--- config.mk ---
export PLATFORM = sky130hd
export DESIGN_NAME = hilo_muldiv_flat
export DESIGN_NICKNAME = d
export VERILOG_FILES = /design/src/rtl/hilo_muldiv_if.sv /design/src/rtl/hilo_muldiv.sv /design/src/flat_wrapper.sv
export SDC_FILE = /design/constraint.sdc
export NUM_CORES = 2
export LEC_CHECK = 0
export BUFFER_PORTS_ARGS = -buffer_cell sky130_fd_sc_hd__buf_2
export CELL_PAD_IN_SITES_DETAIL_PLACEMENT = 2
export CELL_PAD_IN_SITES_GLOBAL_PLACEMENT = 2
export CORE_ASPECT_RATIO = 0.6
export CORE_MARGIN = 4
export CORE_UTILIZATION = 42
export CTS_BUF_LIST = sky130_fd_sc_hd__clkbuf_4
export DETAILED_ROUTE_END_ITERATION = 16
export PLACE_DENSITY_LB_ADDON = 0.15
export SLEW_MARGIN = 20
export SYNTH_ARGS = -nofsm -noshare
export SYNTH_HDL_FRONTEND = slang
export SYNTH_SLANG_ARGS = --single-unit
--- constraint.sdc ---
create_clock -name clk -period 5.3 [get_ports clk]
set_input_delay 1.06 -clock clk [delete_from_list [all_inputs] [get_ports clk]]
set_output_delay 1.06 -clock clk [all_outputs]
set_load 0.05 [all_outputs]
--- src/rtl/hilo_muldiv_if.sv ---
// hilo_muldiv_if: E-stage bundle between the pipeline and the HI/LO multiply-divide unit.
interface hilo_muldiv_if;
  localparam int unsigned W  = 32;
  localparam int unsigned CW = 6;

  logic [CW-1:0] alu_control;
  logic          valid_i;
  logic          flush_i;
  logic [W-1:0]  src_a;
  logic [W-1:0]  src_b;
  logic          busy_o;
  logic [W-1:0]  hi_o;
  logic [W-1:0]  lo_o;
  logic [W-1:0]  result_o;

  modport master (
    output alu_control, valid_i, flush_i, src_a, src_b,
    input  busy_o, hi_o, lo_o, result_o
  );

  modport slave (
    input  alu_control, valid_i, flush_i, src_a, src_b,
    output busy_o, hi_o, lo_o, result_o
  );
endinterface

--- src/rtl/hilo_muldiv.sv ---
// hilo_muldiv: architectural HI/LO plus MULT/MULTU/DIV/DIVU and MTHI/MTLO/MFHI/MFLO for the E stage.
// Optional MUL_ITERATIVE_EN: MULT/MULTU run through the 32-cycle shift-add path instead of a single cycle.
module hilo_muldiv #(
  parameter int unsigned DIV_CYCLES = 32
) (
  input  logic         clk,
  input  logic         resetn,
  hilo_muldiv_if.slave bus
);
  localparam int unsigned W  = 32;
  localparam int unsigned CW = $clog2(DIV_CYCLES);

  localparam logic [5:0] ALU_MFHI  = 6'h10;
  localparam logic [5:0] ALU_MTHI  = 6'h11;
  localparam logic [5:0] ALU_MFLO  = 6'h12;
  localparam logic [5:0] ALU_MTLO  = 6'h13;
  localparam logic [5:0] ALU_MULT  = 6'h18;
  localparam logic [5:0] ALU_MULTU = 6'h19;
  localparam logic [5:0] ALU_DIV   = 6'h1A;
  localparam logic [5:0] ALU_DIVU  = 6'h1B;

  typedef enum logic [1:0] {IDLE = 2'd0, RUN = 2'd1, DONE = 2'd2} state_t;

  state_t        state;
  logic [CW-1:0] cnt;
  logic [W-1:0]  rem_q, quo_q, dvs_q, dvd_raw_q, hi_q, lo_q;
  logic          neg_q_q, neg_r_q, div0_q;
`ifdef MUL_ITERATIVE_EN
  logic          op_div_q;
  logic [W:0]    mul_sum;
  logic [2*W-1:0] prod_mag, prod_fix;
`else
  logic [2*W-1:0] a_ext, b_ext, mul_full;
`endif

  logic          is_mul, is_div, is_signed, live, start, multi, last_iter;
  logic [W-1:0]  a_mag, b_mag;
  logic [W:0]    div_shift;
  logic          div_ge;
  logic [W-1:0]  rem_n, quo_n, fin_hi, fin_lo;

  // Decode and accept; a held reset never requests a stall.
  always_comb begin : decode
    is_mul    = (bus.alu_control == ALU_MULT) || (bus.alu_control == ALU_MULTU);
    is_div    = (bus.alu_control == ALU_DIV)  || (bus.alu_control == ALU_DIVU);
    is_signed = (bus.alu_control == ALU_MULT) || (bus.alu_control == ALU_DIV);
    live      = resetn && bus.valid_i && !bus.flush_i && (state == IDLE);
    start     = live && (is_mul || is_div);
`ifdef MUL_ITERATIVE_EN
    multi     = is_mul || is_div;
`else
    multi     = is_div;
`endif
    a_mag     = (is_signed && bus.src_a[W-1]) ? W'(-bus.src_a) : bus.src_a;
    b_mag     = (is_signed && bus.src_b[W-1]) ? W'(-bus.src_b) : bus.src_b;
    last_iter = (cnt == CW'(DIV_CYCLES - 1));
  end

  // One iteration: restoring divide step, or shift-add multiply step.
  always_comb begin : step
    div_shift = {rem_q, quo_q[W-1]};
    div_ge    = (div_shift >= {1'b0, dvs_q});
    rem_n     = div_ge ? (div_shift[W-1:0] - dvs_q) : div_shift[W-1:0];
    quo_n     = {quo_q[W-2:0], div_ge};
`ifdef MUL_ITERATIVE_EN
    mul_sum   = {1'b0, rem_q} + {1'b0, (quo_q[0] ? dvs_q : {W{1'b0}})};
    if (!op_div_q) begin
      rem_n = mul_sum[W:1];
      quo_n = {mul_sum[0], quo_q[W-1:1]};
    end
`endif
  end

  // Sign fixup and special cases applied to the final iteration's result.
  always_comb begin : finish
    fin_lo = neg_q_q ? W'(-quo_n) : quo_n;
    fin_hi = neg_r_q ? W'(-rem_n) : rem_n;
    if (div0_q) begin
      fin_lo = {W{1'b1}};
      fin_hi = dvd_raw_q;
    end
`ifdef MUL_ITERATIVE_EN
    prod_mag = {rem_n, quo_n};
    prod_fix = neg_q_q ? (2*W)'(-prod_mag) : prod_mag;
    if (!op_div_q) {fin_hi, fin_lo} = prod_fix;
`endif
  end

`ifndef MUL_ITERATIVE_EN
  always_comb begin : single_mul
    a_ext    = is_signed ? {{W{bus.src_a[W-1]}}, bus.src_a} : {{W{1'b0}}, bus.src_a};
    b_ext    = is_signed ? {{W{bus.src_b[W-1]}}, bus.src_b} : {{W{1'b0}}, bus.src_b};
    mul_full = a_ext * b_ext;
  end
`endif

  always_ff @(posedge clk or negedge resetn) begin : seq
    if (!resetn) begin
      state     <= IDLE;
      cnt       <= '0;
      rem_q     <= '0;
      quo_q     <= '0;
      dvs_q     <= '0;
      dvd_raw_q <= '0;
      hi_q      <= '0;
      lo_q      <= '0;
      neg_q_q   <= 1'b0;
      neg_r_q   <= 1'b0;
      div0_q    <= 1'b0;
`ifdef MUL_ITERATIVE_EN
      op_div_q  <= 1'b0;
`endif
    end else if (bus.flush_i) begin
      state <= IDLE;
      cnt   <= '0;
    end else begin
      case (state)
        IDLE: begin
          if (start && multi) begin
            state     <= RUN;
            cnt       <= '0;
            rem_q     <= '0;
            quo_q     <= is_div ? a_mag : b_mag;
            dvs_q     <= is_div ? b_mag : a_mag;
            dvd_raw_q <= bus.src_a;
            neg_q_q   <= is_signed && (bus.src_a[W-1] ^ bus.src_b[W-1]);
            neg_r_q   <= is_signed && bus.src_a[W-1];
            div0_q    <= is_div && (bus.src_b == '0);
`ifdef MUL_ITERATIVE_EN
            op_div_q  <= is_div;
`endif
          end
`ifndef MUL_ITERATIVE_EN
          else if (start) begin
            hi_q <= mul_full[2*W-1:W];
            lo_q <= mul_full[W-1:0];
          end
`endif
          else if (live && (bus.alu_control == ALU_MTHI)) hi_q <= bus.src_a;
          else if (live && (bus.alu_control == ALU_MTLO)) lo_q <= bus.src_a;
        end
        RUN: begin
          rem_q <= rem_n;
          quo_q <= quo_n;
          cnt   <= cnt + 1'b1;
          if (last_iter) begin
            state <= DONE;
            hi_q  <= fin_hi;
            lo_q  <= fin_lo;
          end
        end
        DONE:    state <= IDLE;
        default: state <= IDLE;
      endcase
    end
  end

  assign bus.busy_o   = (start && multi) || (state == RUN);
  assign bus.hi_o     = hi_q;
  assign bus.lo_o     = lo_q;
  assign bus.result_o = (bus.alu_control == ALU_MFHI) ? hi_q :
                        (bus.alu_control == ALU_MFLO) ? lo_q : '0;
endmodule
--- src/flat_wrapper.sv ---
// flat-port wrapper written by rule: the top's interface ports become plain ports
module hilo_muldiv_flat 
#(
  parameter int unsigned DIV_CYCLES = 32
)
  (clk, resetn, bus_alu_control, bus_valid_i, bus_flush_i, bus_src_a, bus_src_b, bus_busy_o, bus_hi_o, bus_lo_o, bus_result_o);
  hilo_muldiv_if bus_i ();
  input  logic clk;
  input  logic resetn;
  input wire logic [$bits(bus_i.alu_control)-1:0] bus_alu_control;
  input wire logic [$bits(bus_i.valid_i)-1:0] bus_valid_i;
  input wire logic [$bits(bus_i.flush_i)-1:0] bus_flush_i;
  input wire logic [$bits(bus_i.src_a)-1:0] bus_src_a;
  input wire logic [$bits(bus_i.src_b)-1:0] bus_src_b;
  output wire logic [$bits(bus_i.busy_o)-1:0] bus_busy_o;
  output wire logic [$bits(bus_i.hi_o)-1:0] bus_hi_o;
  output wire logic [$bits(bus_i.lo_o)-1:0] bus_lo_o;
  output wire logic [$bits(bus_i.result_o)-1:0] bus_result_o;
  assign bus_i.alu_control = bus_alu_control;
  assign bus_i.valid_i = bus_valid_i;
  assign bus_i.flush_i = bus_flush_i;
  assign bus_i.src_a = bus_src_a;
  assign bus_i.src_b = bus_src_b;
  assign bus_busy_o = bus_i.busy_o;
  assign bus_hi_o = bus_i.hi_o;
  assign bus_lo_o = bus_i.lo_o;
  assign bus_result_o = bus_i.result_o;
  hilo_muldiv #(.DIV_CYCLES(DIV_CYCLES)) u_core (.clk(clk), .resetn(resetn), .bus(bus_i));
endmodule
Yosys cells after proc, flatten, opt, wreduce, memory -nomap -nowiden
Cells that the tools add are included.
{"block": "op_classes", "add_sub_neg": 6, "n_mul": 1, "magnitude_cmp": 1, "n_eq_ne": 18, "mux": 35, "bitwise": 2, "reduce_logical": 27}
{"cell": "32-bit 2-to-1 mux", "count": 22}
{"cell": "32-bit case mux with 2 select lines", "count": 4}
{"cell": "64-bit 2-to-1 mux", "count": 2}
{"cell": "32-bit negation", "count": 4}
{"cell": "64-bit by 64-bit multiplier with 64-bit output", "count": 1}
{"cell": "6-bit by 5-bit == test with 1-bit output, second input constant", "count": 8}
{"cell": "33-bit by 32-bit greater-or-equal comparator with 1-bit output", "count": 1}
{"cell": "32-bit zero test", "count": 1}
{"cell": "32-bit subtractor", "count": 1}
{"cell": "3-bit by 2-bit != test with 1-bit output, second input constant", "count": 4}
{"cell": "1-bit logical AND", "count": 11}
{"cell": "5-bit 2-to-1 mux", "count": 2}
{"cell": "5-bit case mux with 2 select lines", "count": 1}
{"cell": "2-bit 2-to-1 mux", "count": 3}
{"cell": "3-bit AND reduction", "count": 2}
{"cell": "6-bit AND reduction", "count": 1}
{"cell": "5-bit by 1-bit adder with 5-bit output, second input constant", "count": 1}
{"cell": "5-bit == test, second input constant", "count": 1}
{"cell": "1-bit logical OR", "count": 5}
{"cell": "5-bit AND reduction", "count": 1}
{"cell": "2-bit != test, second input constant", "count": 2}
{"cell": "2-bit case mux with 2 select lines", "count": 1}
{"cell": "2-bit AND reduction", "count": 2}
{"cell": "3-bit != test, second input constant", "count": 1}
{"cell": "8 further kinds", "count": 8}
{"block": "word_totals", "reg_bits": 202, "output_inout_bits": 97}

Longest topological paths before layout
{"block": "depth", "depth_word": 9, "depth_mapped": 39}

Worst setup path after synthesis
OpenSTA, ideal clock, no wires.
{"block": "synth_path", "kind": "input-to-reg", "start": "in bus_alu_control[2]", "end": "reg u_core.hi_q[31], in the netlist u_core.bus.hi_o[31]", "setup_ns": 0.094, "t_arrival_ns": 10.943, "required_ns": 5.206, "path_slack_ns": -5.737, "stages": 35, "path_buffers": 3, "path_cell_list": "nor4bb_1 > nor2b_1 > and2_1 > clkbuf_1 > clkbuf_1 > buf_1 > nand2_1 > fa_1 > inv_1 > fa_1 > fa_1 > inv_1 > fa_1 > fa_1 > inv_1 > fa_1 > fa_1 > fa_1 > fa_1 > inv_1 > fa_1 > inv_1 > ha_1 > a21o_1 > a21oi_1 > o21ai_0 > a221oi_1 > and3_1 > a21oi_1 > a211oi_1 > o21ai_0 > a31oi_1 > xor2_1 > a211oi_1 > a211oi_1"}
{"block": "synth_between", "elab_chain_len": 7, "word_cells_on_any_way": 21}
{"element": "start: declaration", "line": "flat_wrapper.sv:10", "rtl": "input wire logic [$bits(bus_i.alu_control)-1:0] bus_alu_control;"}
{"element": "6-bit by 5-bit == test with 1-bit output (on tied branches)", "line": "hilo_muldiv.sv:44, hilo_muldiv.sv:46, hilo_muldiv.sv:45"}
{"element": "1-bit logical OR (on tied branches)", "line": "hilo_muldiv.sv:46, hilo_muldiv.sv:44, hilo_muldiv.sv:45"}
{"element": "64-bit 2-to-1 mux, or another cell as far along", "line": "hilo_muldiv.sv:91", "rtl": "a_ext = is_signed ? {{W{bus.src_a[W-1]}}, bus.src_a} : {{W{1'b0}}, bus.src_a};"}
{"element": "64-bit by 64-bit multiplier with 64-bit output or 1-bit logical AND (tied branches)", "line": "hilo_muldiv.sv:93, hilo_muldiv.sv:48"}
{"element": "32-bit 2-to-1 mux or 1-bit logical AND (tied branches)", "line": "hilo_muldiv.sv:134, hilo_muldiv.sv:119"}
{"element": "32-bit 2-to-1 mux or 2-bit != test (tied branches)"}
{"element": "32-bit case mux with 2 select lines or 5-bit AND reduction (tied branches)"}
{"element": "end signal: assignment", "line": "hilo_muldiv.sv:135", "rtl": "hi_q <= mul_full[2*W-1:W];"}
{"element": "end signal: assignment", "line": "hilo_muldiv.sv:139", "rtl": "else if (live && (bus.alu_control == ALU_MTHI)) hi_q <= bus.src_a;"}
{"element": "end signal: assignment", "line": "hilo_muldiv.sv:148", "rtl": "hi_q <= fin_hi;"}
{"element": "end: declaration", "line": "hilo_muldiv.sv:26", "rtl": "logic [W-1:0] rem_q, quo_q, dvs_q, dvd_raw_q, hi_q, lo_q;"}
Several ways; a longest one is shown, not always the timed one. The select of a mux whose other input is x is not followed.
A chain may end at the register's enable or synchronous reset.

Worst setup path after layout
{"block": "layout_path", "start": "in bus_alu_control[2]", "end": "reg u_core.hi_q[29], in the netlist u_core.bus.hi_o[29]"}
Same word-level chain as after synthesis.

==> results.sh <==
export IMPL_drive_above_1_share_pct=24.2
export IMPL_finalSetupViolCount=59
export IMPL_tightestPinTransition_ns=1.17
export IMPL_syn_num_nets=8900
export IMPL_place_inst=9660
export IMPL_top_layer_used="met5"
export IMPL_routed_wl_um=460000
export IMPL_clock_skew_ns=0.109
export IMPL_vias_per_cell=6.89
export IMPL_cts_root_buffer="clkbuf_4"
export IMPL_grt_pass1_vias=72600
export IMPL_num_vias=68600
export IMPL_path_clk_slew_ns=0.09
export IMPL_met3_length_um=65400
export IMPL_io_pin_count=171
export IMPL_synthXorXnorAreaFrac_pct=3.58
export IMPL_ys_seq_elements=202
export IMPL_synthAdderAreaFrac_pct=52.7
export IMPL_yosys_cell_types_count=83
export IMPL_layout_setup_ws_ns=-5.81
export IMPL_syn_area_um2=62200
export IMPL_synthCells=7059
export IMPL_overflow=0
export IMPL_cts_buffer_depth=3
export IMPL_h_tree_depth=2
export IMPL_crit_arrival_ns=11.80
export IMPL_routabilityCongestion=0.976
export IMPL_cts_tree="done"
export IMPL_cts_buffers=54
export IMPL_hold_path_class="in2async"
export IMPL_area_delta_synth_final_pct=25.5
export IMPL_multi_input_area_um2=52700
export IMPL_post_drt_wl_per_cell_um=46.2
export IMPL_layout_commonest_cell="inv_1"
export IMPL_cpMaxStageDelayCell="fa_2"
export IMPL_cts_hold_buf=0
export IMPL_io_buffers=170
export IMPL_hold_viol=0
export IMPL_die_w_um=505
export IMPL_dr_pass1_iters=9
export IMPL_crit_path_max_fanout=17
export IMPL_cpPeakStageDelay_ns=0.70
export IMPL_die_h_um=306
export IMPL_avgSynthCellArea_um2=8.81
export IMPL_drt_initial_drc_count=9750
export IMPL_rsz0062_at_grt="true"
export IMPL_cpLargestDelayFamily="adder cells"
export IMPL_max_freq_ghz=0.0900
export IMPL_grt_antenna_before_repair=64
export IMPL_n_fill_cell=15300
export IMPL_place_hpwl_um=287000
export IMPL_seqCellArea_um2=5050
export IMPL_async_flop_share_pct=100
export IMPL_critical_path_class="in2reg"
export IMPL_ys_warn_count=0
export IMPL_drc=0
export IMPL_drt_met1_wl_um=144000
export IMPL_synth_top_family_by_area="adder cells"
export IMPL_met2_wirelength_um=189000
export IMPL_synth_mux_area_fraction_pct=0.984
export IMPL_core_region_area_um2=147000
export IMPL_synthSimpleGateAreaFrac_pct=14.1
export IMPL_grt_usage_pct=50.8
export IMPL_post_route_min_period_ns=11.11
export IMPL_crit_buf_inv=11
export IMPL_clk_latency_ns=0.85
export IMPL_cp_end_kind="register"
export IMPL_grt_pass1_wl_um=558000
export IMPL_outcome="finished, violations left"
export IMPL_critPathLaunchType="primary input"
export IMPL_ys_flop_type="dfrtp_1"
export IMPL_slew_headroom_pct=21.7
export IMPL_finalMaxSlewViolations=0
export IMPL_rr_startpoint="u_core.dvs_q[22]$_DFFE_PN0P_"
export IMPL_ant_nets=0
export IMPL_final_nets=9767
export IMPL_rows=109
export IMPL_cap_violations=0
export IMPL_crit_top_cell="fa_1"
export IMPL_cts_sinks=202
export IMPL_fin_setup_tns_ns=-254.32
export IMPL_initial_core_util_pct=42.3
export IMPL_most_common_layout_cells="inv_1 (1542), fa_1 (1293), nand2_1 (1044)"
export IMPL_finalNonFillerCells=9966
export IMPL_grt_max_degree=130
export IMPL_post_route_period_util_pct=210
export IMPL_cp_required_ns=5.99
export IMPL_violations="negative setup slack"
export IMPL_crit_path_start="bus_alu_control[2]"
export IMPL_yosysSeqAreaShare_pct=8.13
export IMPL_synth_compound_area_share_pct=8.23
export IMPL_synth_edff_count=0
export IMPL_dieArea_um2=154000
==> synthesized netlist by cell type (6+ instances only) <==
master | instances | area (um^2)
nor2_1 | 201 | 754
o211ai_1 | 31 | 233
mux2i_1 | 60 | 601
a21oi_1 | 181 | 906
nor2b_1 | 14 | 87.6
a21o_1 | 55 | 413
or4_1 | 19 | 143
o41ai_1 | 19 | 166
o21a_1 | 14 | 105
and2_1 | 354 | 2210
o31ai_1 | 32 | 240
o21bai_1 | 18 | 135
a31oi_1 | 18 | 113
inv_1 | 1633 | 6130
o21ai_0 | 258 | 1290
dfrtp_1 | 202 | 5050
ha_1 | 347 | 4340
a221oi_1 | 10 | 87.6
buf_2 | 6 | 30.0
o21ai_1 | 28 | 140
xor2_1 | 93 | 815
or3_1 | 12 | 75.1
clkbuf_1 | 329 | 1230
nor4_1 | 23 | 144
fa_1 | 1420 | 28400
xnor2_1 | 161 | 1410
a211oi_1 | 51 | 383
o22ai_1 | 19 | 119
nand4_1 | 10 | 62.6
nand3_1 | 39 | 195
a22o_1 | 8 | 70.1
buf_1 | 59 | 221
nor3_1 | 38 | 190
nand2b_1 | 19 | 119
a31o_2 | 7 | 61.3
nand2_1 | 1114 | 4180
a211o_1 | 6 | 52.6
a22oi_1 | 7 | 52.6
and3_1 | 40 | 250
or2_2 | 9 | 56.3
==> final timing paths <==
kind                                                        end  slack [ns]  cells after the start
min in group clk                u_core.dvd_raw_q[4]$_DFFE_PN0P_        0.49                      2
worst min-delay path            u_core.bus.lo_o[13]$_DFFE_PN0P_        0.15                      1
worst max-delay path            u_core.bus.hi_o[29]$_DFFE_PN0P_       -5.81                     36
worst min register to register  u_core.dvd_raw_q[4]$_DFFE_PN0P_        0.49                      2
max in group asynchronous           u_core.rem_q[3]$_DFFE_PN0P_        3.25                      3
worst max register to register  u_core.bus.hi_o[12]$_DFFE_PN0P_       -0.79                     20
==> flip-flops by register name, summed over array words and instances, names as in the netlist <==
| register | cells |
|---|---|
| u_core.state | 2 |
| u_core.dvd_raw_q | 32 |
| u_core.dvs_q | 32 |
| u_core.div0_q | 1 |
| u_core.rem_q | 32 |
| u_core.neg_q_q | 1 |
| u_core.neg_r_q | 1 |
| u_core.cnt | 5 |
| u_core.bus.lo_o | 32 |
| u_core.bus.hi_o | 32 |
| u_core.quo_q | 32 |
==> layer usage <==
layer	track usage [%]	vias to the layer above
met1	57.2	34200
met3	17.6	3862
li1	-	23000
met2	77.5	7577
met4	43.2	34
met5	0.181	-
==> through the flow <==
stage | cell area, um^2 | worst slack (ns) | util (%) | hold WS, ns
after detailed placement | 72700 | -6.18 | 49.4 | 0.466
after global placement | 72700 | -5.55 | 49.4 | 0.452
after CTS | 75700 | -4.89 | 51.5 | 0.102
after floorplan | 64600 | -4.42 | - | 0.437
after global routing | 77900 | -5.74 | 52.9 | 0.105
final | 78000 | -5.81 | 53.0 | 0.146
==> kinds of logic (layout without fill, tap and decap cells) <==
logic type	after synthesis	count (layout)
buffers and inverters	2030	2931
adder cells (fa/ha/maj)	1770	1770
flip-flops	202	202
multiplexers	61	61
other	0	64
AND/OR/NAND/NOR	1922	1922
AO/OA/AOI/OAI	820	820
XOR/XNOR	254	254
==> area by class of cell <==
cell class                 instances  share of cell area, %
inverter                        1636                   7.93
tap                             1942                   3.11
timing repair buffer            1205                   13.9
sequential                       202                   6.48
clock inverter                    17                  0.101
multi-input combinational       4827                   67.6
clock buffer                      73                  0.702
antenna                           64                  0.205
==> timing repair <==
action                                  CTS  global route
resized for setup                       434           371
setup buffers                            88            88
pin swaps                               202           248
endpoints found under the setup margin   58            58
cloned                                    3             2
Power is left out: the tool's default activity adds up to more than one toggle a clock period on the data nets, which glitch-free logic cannot reach.
